File: src/rtl/esm_pkg.sv
// rtl/esm_pkg.sv - shared slot-state encoding and sizing for the ESM issue scheduler
package esm_pkg;

  // Default number of instruction buffer slots.
  localparam int ESM_BS = 16;

  // Per-slot lifecycle: FREE -> WAIT (allocated) -> ISSUED (sent to execute) -> FREE.
  typedef enum logic [1:0] {
    SLOT_FREE   = 2'b00,
    SLOT_WAIT   = 2'b01,
    SLOT_ISSUED = 2'b10
  } slot_state_t;

endpackage

File: src/rtl/esm_prio_pick.sv
// rtl/esm_prio_pick.sv - rotating-base find-first-set picker
module esm_prio_pick #(
  parameter int N = 16,
  parameter int W = 4
) (
  input  logic [N-1:0] req,
  input  logic [W-1:0] base,
  output logic [W-1:0] grant_idx,
  output logic         any
);

  logic [W-1:0] cand;

  // Walk the request vector starting at base, wrapping once; the first set bit wins.
  always_comb begin
    grant_idx = '0;
    any       = 1'b0;
    cand      = '0;
    for (int k = 0; k < N; k++) begin
      cand = W'((int'(base) + k) % N);
      if (!any && req[cand]) begin
        any       = 1'b1;
        grant_idx = cand;
      end
    end
  end

endmodule

File: src/rtl/esm_issue_scheduler.sv
// rtl/esm_issue_scheduler.sv - out-of-order issue scheduler (ESM_RR_ISSUE_EN selects round-robin issue)
module esm_issue_scheduler
  import esm_pkg::*;
#(
  parameter int BS    = ESM_BS,
  parameter int IDX_W = $clog2(BS)
) (
  input  logic             clk,
  input  logic             rst_n,
  input  logic             alloc_valid,
  output logic             alloc_ready,
  output logic [IDX_W-1:0] alloc_index,
  input  logic [BS-1:0]    alloc_deps,
  output logic             issue_valid,
  input  logic             issue_ready,
  output logic [IDX_W-1:0] issue_index,
  input  logic             complete_valid,
  input  logic [IDX_W-1:0] complete_index,
  output logic [IDX_W:0]   occupancy,
  output logic             full,
  output logic             empty,
  output logic             protocol_err
);

  slot_state_t           state_q [BS];
  slot_state_t           state_d [BS];
  logic [BS-1:0][BS-1:0] dep_q;
  logic [BS-1:0][BS-1:0] dep_d;

  logic [BS-1:0]    free_mask;
  logic [BS-1:0]    ready_mask;
  logic [BS-1:0]    complete_mask;
  logic [BS-1:0]    self_mask;

  logic [IDX_W:0]   occ_q;
  logic [IDX_W:0]   occ_d;
  logic             err_q;
  logic             lock_q;
  logic [IDX_W-1:0] lock_idx_q;

  logic [IDX_W-1:0] free_idx;
  logic [IDX_W-1:0] ready_idx;
  logic [IDX_W-1:0] ready_base;
  logic             free_any;
  logic             ready_any;

  logic             alloc_hs;
  logic             issue_hs;
  logic             complete_ok;

  // Per-slot status vectors derived from registered state only.
  always_comb begin
    free_mask  = '0;
    ready_mask = '0;
    for (int i = 0; i < BS; i++) begin
      free_mask[i]  = (state_q[i] == SLOT_FREE);
      ready_mask[i] = (state_q[i] == SLOT_WAIT) && (dep_q[i] == '0);
    end
  end

  // Allocation always takes the lowest free slot.
  esm_prio_pick #(
    .N (BS),
    .W (IDX_W)
  ) u_free_pick (
    .req       (free_mask),
    .base      ({IDX_W{1'b0}}),
    .grant_idx (free_idx),
    .any       (free_any)
  );

`ifdef ESM_RR_ISSUE_EN
  logic [IDX_W-1:0] rr_ptr_q;

  // Round-robin pointer advances past each slot that is handed to execute.
  always_ff @(posedge clk or negedge rst_n) begin
    if (!rst_n) begin
      rr_ptr_q <= '0;
    end else if (issue_hs) begin
      rr_ptr_q <= issue_index + IDX_W'(1);
    end
  end

  assign ready_base = rr_ptr_q;
`else
  assign ready_base = '0;
`endif

  esm_prio_pick #(
    .N (BS),
    .W (IDX_W)
  ) u_ready_pick (
    .req       (ready_mask),
    .base      (ready_base),
    .grant_idx (ready_idx),
    .any       (ready_any)
  );

  // free_any is set exactly when occupancy is below BS, i.e. alloc_ready == ~full.
  assign alloc_ready = free_any;
  assign alloc_index = free_idx;
  assign alloc_hs    = alloc_valid && alloc_ready;

  // A stalled offer stays pinned to the same slot until execute takes it.
  assign issue_valid = lock_q || ready_any;
  assign issue_index = lock_q ? lock_idx_q : ready_idx;
  assign issue_hs    = issue_valid && issue_ready;

  // Only a completion against an ISSUED slot is acted on.
  assign complete_ok   = complete_valid && (state_q[complete_index] == SLOT_ISSUED);
  assign complete_mask = complete_ok ? ({{(BS-1){1'b0}}, 1'b1} << complete_index) : '0;
  assign self_mask     = {{(BS-1){1'b0}}, 1'b1} << alloc_index;

  // Next slot state and dependency matrix: completion, issue and allocation touch distinct slots.
  always_comb begin
    for (int i = 0; i < BS; i++) begin
      state_d[i] = state_q[i];
    end
    dep_d = dep_q;
    if (complete_ok) begin
      state_d[complete_index] = SLOT_FREE;
      for (int i = 0; i < BS; i++) begin
        dep_d[i][complete_index] = 1'b0;
      end
    end
    if (issue_hs) begin
      state_d[issue_index] = SLOT_ISSUED;
    end
    if (alloc_hs) begin
      state_d[alloc_index] = SLOT_WAIT;
      dep_d[alloc_index]   = alloc_deps & ~free_mask & ~complete_mask & ~self_mask;
    end
  end

  // Slot state and dependency registers; reset discards every in-flight slot.
  always_ff @(posedge clk or negedge rst_n) begin
    if (!rst_n) begin
      for (int i = 0; i < BS; i++) begin
        state_q[i] <= SLOT_FREE;
      end
      dep_q <= '0;
    end else begin
      for (int i = 0; i < BS; i++) begin
        state_q[i] <= state_d[i];
      end
      dep_q <= dep_d;
    end
  end

  assign occ_d = occ_q + {{IDX_W{1'b0}}, alloc_hs} - {{IDX_W{1'b0}}, complete_ok};

  // Occupancy counter; cannot wrap since alloc stops at BS and bad completes are ignored.
  always_ff @(posedge clk or negedge rst_n) begin
    if (!rst_n) begin
      occ_q <= '0;
    end else begin
      occ_q <= occ_d;
    end
  end

  // Sticky error on any completion that names a slot not in ISSUED.
  always_ff @(posedge clk or negedge rst_n) begin
    if (!rst_n) begin
      err_q <= 1'b0;
    end else if (complete_valid && !complete_ok) begin
      err_q <= 1'b1;
    end
  end

  // Capture the offered slot when execute stalls; release on the handshake.
  always_ff @(posedge clk or negedge rst_n) begin
    if (!rst_n) begin
      lock_q     <= 1'b0;
      lock_idx_q <= '0;
    end else if (issue_valid && !issue_ready) begin
      lock_q     <= 1'b1;
      lock_idx_q <= issue_index;
    end else if (issue_hs) begin
      lock_q     <= 1'b0;
    end
  end

  assign occupancy    = occ_q;
  assign full         = (occ_q == (IDX_W+1)'(BS));
  assign empty        = (occ_q == '0);
  assign protocol_err = err_q;

endmodule

File: config.mk
export PLATFORM = sky130hd
export DESIGN_NAME = esm_issue_scheduler
export DESIGN_NICKNAME = d
export VERILOG_FILES = /design/src/rtl/esm_pkg.sv /design/src/rtl/esm_prio_pick.sv /design/src/rtl/esm_issue_scheduler.sv
export SDC_FILE = /design/constraint.sdc
export NUM_CORES = 1
export LEC_CHECK = 0
export ABC_AREA = 0
export CAP_MARGIN = 25
export CORE_MARGIN = 2
export CORE_UTILIZATION = 31
export CTS_CLUSTER_SIZE = 8
export DETAILED_ROUTE_END_ITERATION = 6
export GPL_TIMING_DRIVEN = 0
export PLACE_DENSITY = 0.51
export SLEW_MARGIN = 20
export SYNTH_ARGS = -nofsm -noshare
export SYNTH_HDL_FRONTEND = slang
export SYNTH_SLANG_ARGS = --single-unit
File: constraint.sdc
create_clock -name clk -period 4.7 [get_ports clk]
set_clock_uncertainty 0.2 [all_clocks]
set_input_delay 1.175 -clock clk [delete_from_list [all_inputs] [get_ports clk]]
set_output_delay 1.175 -clock clk [all_outputs]
set_load 0.01 [all_outputs]
==> results.md, run 1 <==
* Outcome: finished, final reports clean
* Initial drt markers at 1134
* Max Cap Violations at 0
* Yosys reg bits at 299
* Tmin final at 4.64 ns
* Max-slew violation count at 0
* Cell Count Post-Placement at 1866
* Fraction of layout cells with a size suffix above 1 at 14.5%
* Hold crit path type: register to register
* Part of the cycle the worst path needs at 98.7%
* EDFF count, synth at 0
* Async set-reset flop share out of synthesis at 100%
* ANT cells at 0
* Drt drc at 0
* Max H-tree Level at 2
* Post-DRT Antenna Nets at 0
* CP endpoint kind: output pin
* Initial core utilization at 31.4%
* Total CTS buffers at 43
* Crit path launch type: register
* Io pins at 43
* Crit path max fanout at 9
* Initial antenna violation count at 0
* Distinct cells, synth at 76
* WP data arrival at 3.26 ns
* DP Wirelength at 32.5 mm
* Final Hold Fails at 0
* Worst Tran Pin Value at 1.11 ns
* Width of the die at 211 um
* Number of vias per cell at 5.84
* Top-area cell type share of the netlist area at 56.6%
* Vias in the first global route at 10739
* Cell taking the most area after synthesis: dfrtp_1
* Main flop type after synthesis: dfrtp_1
* # setup viols final at 0
* Overall routing resource usage at 22.1%
* Rows at 75
* Post-Syn Area at 13200 um2
* Setup slack at placement at -0.495 ns
* Global-route wire length before repair at 72.1 mm
* Clock Pin Slew Worst Setup and Hold Paths at 0.05 ns
* Syn nets at 1315
* # nets final at 1409
* Maximum VDD drop at 0.295 mV
* Final non-filler cell total at 1919
* Ys Warns at 0
* Setup ws final at 0.0634 ns
* Clock sink total at 299
* Largest net degree at the start of global routing at 96
* Core ar. at 42000 um2
* Area contributors post-synth: dfrtp_1 57%, nand3_1 9.5%, o21ai_0 8.0%
* CTS Hold Bufs at 0
* Root buf cell: clkbuf_16
* Mean post-synth cell area at 10.3 um2
* Fmax at 216 MHz
* LEAKAGE at 6.81 nW
* Relative slew slack at 26.3%
* Initial DRT Pass Iterations at 5
* CP Class: register to output pin
* Sequential share of the synthesized area at 56.6%
* CTS tree: done
* Worst-skew pair later-pin latency at 0.55 ns
* Hold slack at 0.281 ns
* Pwr Total at 11.6 mW
* Area grow syn2layout at 19.3%
* WL final at 49.0 mm
* Die area at 44300 um2
* Clock tree buffer depth at 3
* Vias post-DR at 11216
* Die Y at 211 um
* RePlAce Congestion at 0.897
* Worst EP required at 3.32 ns
* Mapped Cells at 1283
* Drt wl/cell at 25.5 um
* PortBufs at 41
* PwrDens at 736 nW/um2
* Grt ovf at 0
==> repair_timing <==
item / CTS / global route
setup endpoints to repair: 5 / 10
pin swaps: 3 / 3
resized for setup: 33 / 9
setup buffers: 2 / 2
gates cloned: 0 / 0
==> where the power goes <==
part	total, mW	switching (mW)	internal [mW]
logic	4.64	2.91	1.73
registers	4.20	0.694	3.50
clock network	2.78	1.12	1.66
==> synthesized netlist by cell type, types with 4 or more instances <==
cell / instances
inv_1: 20
nand2_2: 7
a31oi_1: 9
o211ai_2: 4
clkbuf_2: 4
nor4_1: 37
mux2_2: 4
nor3_1: 8
nand2_1: 14
o22ai_1: 14
o21ai_1: 23
or2_2: 6
nor2b_1: 8
a32o_1: 9
o21ai_0: 211
nand3b_1: 4
a21oi_1: 14
nand3_1: 251
ha_1: 6
a41o_1: 6
buf_2: 42
and2_1: 13
nor4b_1: 17
nor2_1: 56
buf_6: 4
dfrtp_1: 299
a32oi_1: 11
or4_1: 17
a41oi_1: 7
o21ai_2: 10
clkbuf_1: 40
nand3b_2: 4
nand4_1: 18
and3_1: 22
==> registers in the layout, indices dropped and copies added, names as in the netlist <==
| name | count |
|---|---|
| dep_q | 256 |
| lock_idx_q | 4 |
| lock_q | 1 |
| occupancy | 5 |
| protocol_err | 1 |
| state_q | 32 |
==> worst paths after layout <==
path	startpoint	endpoint	slack (ns)	depth (start not counted)
setup / recovery	state_q[5]	issue_index[2]	0.06	7
hold / removal	protocol_err	protocol_err	0.28	1
setup reg to reg	state_q[17]	occupancy[4]	0.94	16
hold reg to reg	protocol_err	protocol_err	0.28	1
max in group asynchronous	rst_n	dep_q[103]	2.93	2
min in group asynchronous	rst_n	occupancy[4]	0.38	1
==> cells in the final DEF (no fill, tap or decap), types with 10 or more instances in the layout <==
master           count
dfrtp_1            297
clkbuf_16           44
nor2_1              54
nand3_1            251
nor4b_2             10
a21oi_1             12
inv_1               19
nor4_1              34
clkdlybuf4s50_1     38
o21ai_1             23
and3_1              22
nand2_1             13
clkbuf_1            39
o21ai_0            211
buf_2               41
and2_1              13
nand4_1             18
a32oi_1             11
or4_1               17
o21ai_2             10
==> per-layer routing <==
metal	global-route usage [%]	part of all wire (%)	up-vias
li1	-	-	4953
met1	30.9	44	5758
met2	34.7	46	419
met3	3.98	6.6	86
met4	7.24	3.1	0
met5	0	0	-
==> stage by stage <==
| stage | TNS (ns) | instance area [um2] | utilization (%) |
|---|---|---|---|
| 2_1_floorplan | 0 | 13200 | - |
| 3_3_place_gp | -3342.81 | 14300 | 34.0 |
| 3_5_place_dp | -19.53 | 14400 | 34.2 |
| 4_1_cts | 0 | 15700 | 37.4 |
| 5_1_grt | -0.00268 | 15800 | 37.5 |
| 6_report | 0 | 15800 | 37.5 |
==> critical path: stages, from the launching register on <==
cell	delay, ns
dfrtp_1	0.44
nor4b_2	0.38
and4_1	0.28
o2bb2ai_1	0.21
nor2_1	0.16
a21boi_1	0.33
a211o_2	0.34
clkdlybuf4s50_1	0.58
==> layout make-up <==
| type | instances | area (um2) |
|---|---|---|
| tap | 539 | 674 |
| sequential | 299 | 7480 |
| multi-input combinational | 870 | 5380 |
| buffer | 92 | 455 |
| fill | 4196 | 26300 |
| inverter | 22 | 85.1 |
| clock buffer | 45 | 1110 |
| clock inverter | 3 | 30.0 |
| timing repair buffer | 49 | 541 |
==> kinds of logic after synthesis <==
logic type	after synthesis	share of synthesized area, %
buf+inv	114	4.01
flops	299	56.6
simple gates	508	22.2
fa+ha+maj	7	0.719
mux	7	0.757
compound gates	344	15.5
xor+xnor	4	0.265
Power figures use the tool's default switching activity.
==> inputs of run 2 (changes only) <==
Settings changed: CAP_MARGIN 25 to 30.
==> run 2 against run 1 <==
Die area is the same; critical endpoint is now issue_index[1]; highest routed layer unchanged; sequential power barely moved; flip-flop and latch count unchanged; non-clock buffer count up 2; first-iteration DRC count rose by 7.8%; largest cell class unchanged.
==> results.md, run 2 (synthesized netlist as in run 1, its figures left out) <==
* Outcome: finished, final reports clean
* Io pins at 43 (unchanged)
* CP peak stage delay at 0.62 ns (+0.04 ns)
* Number of flip-flops in the largest register at 256 (unchanged)
* Multi-input combinational cell area at 5390 um2 (about the same)
* CP endpoint kind: output pin
* Root buf cell: clkbuf_16
* Clock Pin Slew Worst Setup and Hold Paths at 0.05 ns (about the same)
* Commonest non-fill, non-tap cell in the layout: dfrtp_1
* CP Class: register to output pin
* M1 WL at 21.4 mm (-1.8%)
* Initial DRT Pass Iterations at 5 (unchanged)
* Width of the die at 211 um (unchanged)
* DR top layer: met4
* Final Hold Fails at 0 (unchanged)
* WP data arrival at 3.28 ns (+0.02 ns)
* Area grow syn2layout at 19.5%
* Max H-tree Level at 2 (unchanged)
* Vias in the first global route at 10774 (+0.33%)
* Vias post-DR at 11256 (+0.36%)
* Clock tree buffer depth at 3 (unchanged)
* Worst Tran Pin Value at 1.10 ns (-0.00836 ns)
* Crit-path leading delay family: simple AND/OR/NAND/NOR gates
* Largest net degree at the start of global routing at 96 (unchanged)
* Part of the cycle the worst path needs at 99.0% (+0.37 points)
* Met3 wire length at 3.46 mm (+6.7%)
* Crit path buf inv count at 1 (unchanged)
* Core ar. at 42000 um2 (unchanged)
* Design area at 15800 um2 (+0.22%)
* PortBufs at 41 (unchanged)
* Tmin final at 4.65 ns (+0.0172 ns)
* Worst EP required at 3.32 ns (about the same)
* Rows at 75 (unchanged)
* Hold crit path type: register to register
* Crit path launch type: register
* FILL cells at 4175 (-0.50%)
* Overall routing resource usage at 22.1% (+0.025 points)
* # setup viols final at 0 (unchanged)
* Fmax at 215 MHz (-0.37%)
* Most frequent cells in the layout: 297 x dfrtp_1, 251 x nand3_1, 211 x o21ai_0
* Most flops, register: dep_q
* RSZ-0062 raised after global routing: false
* RePlAce Congestion at 0.897 (unchanged)
* Drt wl/cell at 25.5 um (-0.23%)
* Clock sink total at 299 (unchanged)
* Maximum VDD drop at 0.262 mV (-11%)
* Max Cap Violations at 0 (unchanged)
* Worst path slowest cell: nor4_1
* Total CTS buffers at 43 (unchanged)
* Die area at 44300 um2 (unchanged)
* DP Wirelength at 32.6 mm (+0.39%)
* Fraction of layout cells with a size suffix above 1 at 14.4% (-0.093 points)
* Met2 WL post-DR at 22.6 mm (+0.92%)
* Area post-placement at 14400 um2 (about the same)
* Relative slew slack at 26.9% (+0.56 points)
* Die Y at 211 um (unchanged)
* Grt ovf at 0 (unchanged)
* Pwr Total at 11.6 mW (+0.33%)
* Drt drc at 0 (unchanged)
* Max-slew violation count at 0 (unchanged)
* Post-DRT Antenna Nets at 0 (unchanged)
* PwrDens at 737 nW/um2 (+0.11%)
* Global-route wire length before repair at 72.2 mm (+0.12%)
* Initial drt markers at 1223 (+7.8%)
* Area taken by flip-flops and latches at 7480 um2 (unchanged)
* Cells along the critical path: nor4_1, nand4_1, o22ai_2, nor2_1, a221o_1, nand2_2, clkdlybuf4s50_1
* Initial antenna violation count at 1 (+1)
* # nets final at 1411 (+0.14%)
* LEAKAGE at 6.81 nW (about the same)
* Initial core utilization at 31.4% (unchanged)
* Crit path max fanout at 5 (-4)
* WL final at 49.0 mm (about the same)
* Worst-skew pair later-pin latency at 0.55 ns (about the same)
* CTS tree: done
* Number of vias per cell at 5.86 (+0.20%)
run 2: path summary, 6_finish.rpt:
check	startpoint	endpoint	slack (ns)	cells after the start
max in group asynchronous	rst_n	dep_q[103]	2.92	2
setup / recovery	dep_q[103]	issue_index[1]	0.05	7
hold reg to reg	protocol_err	protocol_err	0.28	1
hold / removal	protocol_err	protocol_err	0.28	1
setup reg to reg	state_q[17]	occupancy[4]	0.96	16
min in group asynchronous	rst_n	occupancy[4]	0.39	1
run 2: power by group:
part	total [mW]	leakage, nW	switching (mW)	internal [mW]
sequential	4.19	3.93	0.689	3.50
combinational	4.64	2.31	2.92	1.72
clock	2.82	0.569	1.12	1.70
run 2: layout make-up:
| type | count | area share (%) |
|---|---|---|
| Clock buffer | 45 | 6.99 |
| Clock inverter | 3 | 0.348 |
| Timing Repair Buffer | 51 | 3.52 |
| Inverter | 22 | 0.538 |
| Sequential cell | 299 | 47.4 |
| Buffer | 92 | 2.88 |
| Multi-Input combinational cell | 870 | 34.1 |
| Tap cell | 539 | 4.27 |
| Antenna cell | 1 | 0.0158 |
run 2: per-layer routing:
| layer | GRT usage (%) | up-vias |
|---|---|---|
| met5 | 0 | - |
| met4 | 6.68 | 0 |
| met3 | 4.16 | 90 |
| met2 | 35.2 | 426 |
| met1 | 30.6 | 5766 |
| li1 | - | 4974 |
run 2: through the flow:
stage                     utilization, %  instances  worst slack, ns  TNS (ns)  hold WS, ns
after global routing                37.6       1921          0.00539         0        0.314
after detailed placement            34.3       1867           -0.480    -21.35        0.275
after CTS                           37.4       1918           0.0243         0        0.290
after global placement              34.0       1863           -11.15  -3342.81        0.260
after floorplan                        -       1283            0.821         0        0.260
final                               37.6       1922           0.0462         0        0.284
run 2: repair_timing:
action	CTS	global route
pin swaps	3	4
setup buffers	3	2
endpoints found under the setup margin	5	19
resized for setup	30	11
gates cloned	0	0
hold buffers	0	0
==> inputs of run 3 (changes only) <==
Clock period 4.7 ns to 5 ns, I/O delays scaled along.
==> run 3 against run 2 <==
The run now ends with design-rule violations left; register-to-register slack improved by 0.31 ns; setup slack better by 0.036 ns; clock-buffer cell count is the same; routed wire length decreased by 0.11%; sequential share of layout area increased by 0.27 points; first-iteration DRC count rose by 4.0%; clock power is 6% lower; critical path depth increased by 1; highest routed layer unchanged.
==> results.md, run 3 (synthesized netlist as in run 1, its figures left out) <==
* Final non-filler cell total at 1918 (-0.21%)
* Maximum VDD drop at 0.246 mV (-6.0%)
* Initial core utilization at 31.4% (unchanged)
* Cell Count Post-Placement at 1867 (unchanged)
* Sequential Power Share at 36.2% (+0.2 points)
* Hold Path Stages at 1 (unchanged)
* Io pins at 43 (unchanged)
* Clock network fraction of total power at 24.3% (about the same)
* Fraction of layout cells with a size suffix above 1 at 13.2% (-1.2 points)
* Global-route wire length before repair at 72.0 mm (-0.22%)
* Clock tree buffer depth at 3 (unchanged)
* Post-DRT Antenna Nets at 0 (unchanged)
* Width of the die at 211 um (unchanged)
* Overall routing resource usage at 22.1% (-0.035 points)
* Die Y at 211 um (unchanged)
* Clock sink total at 299 (unchanged)
* PortBufs at 41 (unchanged)
* # nets final at 1408 (-0.21%)
* Sw Pwr at 4.39 mW (-7.1%)
* CTS Hold Bufs at 0 (unchanged)
* RR Endpoint: dep_q[242]
* Largest net degree at the start of global routing at 96 (unchanged)
* Hold crit path type: register to register
* Clock Pin Slew Worst Setup and Hold Paths at 0.05 ns (about the same)
* Setup TNS Final at 0 ns (unchanged)
* RePlAce Congestion at 0.897 (unchanged)
* Setup slack, reg-to-reg at 1.27 ns (+0.31 ns)
* Number of vias per cell at 5.88 (+0.35%)
* WL final at 48.9 mm (-0.11%)
* Initial drt markers at 1272 (+4.0%)
* DP Wirelength at 32.6 mm (unchanged)
* CP Class: register to output pin
* LEAKAGE at 6.79 nW (-0.27%)
* Hold slack at 0.282 ns (-0.00168 ns)
* Worst path slowest cell: clkdlybuf4s50_1
* Final Hold Fails at 0 (unchanged)
* Most frequent cells in the layout: 298 x dfrtp_1, 251 x nand3_1, 211 x o21ai_0
* Root buf cell: clkbuf_16
* ANT cells at 0 (-1)
* Worst-skew pair later-pin latency at 0.55 ns (about the same)
* Fmax at 203 MHz
* Initial DRT Pass Iterations at 7 (+2)
* # setup viols final at 0 (unchanged)
* Crit path max fanout at 7 (+2)
* Grt ovf at 0 (unchanged)
* Initial antenna violation count at 1 (unchanged)
* Hold Path Sink: protocol_err
* WP data arrival at 3.47 ns (+0.19 ns)
* Worst Tran Pin Value at 0.998 ns (-0.0995 ns)
* Number of flip-flops in the largest register at 256 (unchanged)
* Commonest non-fill, non-tap cell in the layout: dfrtp_1
* CP endpoint kind: output pin
* Cells along the critical path: nor4b_1, nand4_1, o22ai_2, nor4_2, and2_1, a22oi_2, inv_1, clkdlybuf4s50_1
* Tmin final at 4.92 ns
* Int Pwr at 6.45 mW (-6.8%)
* Crit path launch type: register
* CTS tree: done
* Part of the cycle the worst path needs at 98.3%
* Worst EP required at 3.55 ns (+0.23 ns)
* Final core occ at 37.4% (-0.22 points)
* Reg2reg start: state_q[8]
* Failing checks: design-rule violations
* Max H-tree Level at 2 (unchanged)
* Switching share of power at 40.5% (-0.084 points)
* PwrDens at 690 nW/um2 (-6.4%)
* Vias in the first global route at 10806 (+0.30%)
* Hold path start: protocol_err
* Total CTS buffers at 43 (unchanged)
* Most flops, register: dep_q
* Max Cap Violations at 0 (unchanged)
* Vias post-DR at 11272 (+0.14%)
* Comb pwr share at 39.4% (-0.4 points)
* Core ar. at 42000 um2 (unchanged)
* Die area at 44300 um2 (unchanged)
* Outcome: complete, but fails checks
* Drt drc at 1 (+1)
* RSZ-0062 raised after global routing: false
* Max-slew violation count at 0 (unchanged)
* Area grow syn2layout at 18.8%
* Pwr Total at 10.8 mW (-6.9%)
* CP peak stage delay at 0.53 ns (-0.09 ns)
* Relative slew slack at 33.5% (+6.6 points)
* Rows at 75 (unchanged)
* R2R depth at 8 (-8)
* Drt wl/cell at 25.5 um (about the same)
-- run 3: changes by cell type in the layout (fill, tap and decap cells not counted), sizes merged --
cell and delta:
buf -3, diode -1, dlygate4sd2 -1, dlymetal6s2s +1
-- run 3: final cells by class --
type	count	area [um2]
fill	4185	26300
sequential	299	7480
multi-input combinational	870	5310
clock buffer	45	1100
tap	539	674
timing repair buffer	48	546
buffer	92	454
inverter	22	85.1
clock inverter	3	55.1
-- run 3: worst max-delay path by stage --
stage / startpoint / endpoint / slack (ns) / cells past startpoint
floorplan: complete_index[1] / occupancy[4] / 1.05 / 16
global placement: rst_n / dep_q[104] / -10.92 / 1
detailed placement: complete_index[1] / dep_q[242] / -0.25 / 9
CTS: state_q[7] / issue_index[0] / 0.02 / 10
global route: state_q[31] / issue_index[3] / 0.004 / 8
finish: state_q[25] / issue_index[3] / 0.08 / 8
-- run 3: worst max-delay path: cells and delay by family (launching register included) --
kind,cells,cell delay [ns]
buffers and inverters,2,0.75
flip-flops,1,0.43
AND/OR/NAND/NOR,4,1.07
AO/OA/AOI/OAI,2,0.68
-- run 3: power by group through the flow --
stage                     Clock, mW  Combinational [mW]  Sequential (mW)
after floorplan                   0                2.58             3.74
after global placement            0                4.04             3.91
after detailed placement          0                4.11             3.92
after CTS                      2.68                4.21             3.90
after global routing           2.78                4.60             4.02
final                          2.64                4.27             3.93
-- run 3: metrics by stage --
step	worst slack (ns)	instance area, um2
4_1_cts	0.0155	15600
6_report	0.0825	15700
3_5_place_dp	-0.255	14400
5_1_grt	0.00407	15700
3_3_place_gp	-10.92	14300
2_1_floorplan	1.05	13200
-- run 3: what timing repair did --
| item | in CTS | in global routing |
|---|---|---|
| endpoints found under the setup margin | 4 | 4 |
| gates resized for setup | 14 | 8 |
| buffers inserted | 1 | 0 |
| pin swaps | 2 | 1 |
-- run 3: metal layers --
layer / track usage [%] / wire (um) / vias up
li1: - / - / 4974
met1: 30.7 / 21000 / 5750
met2: 34.9 / 22600 / 467
met3: 4.17 / 3990 / 81
met4: 7.04 / 1360 / 0
met5: 0 / 0 / -
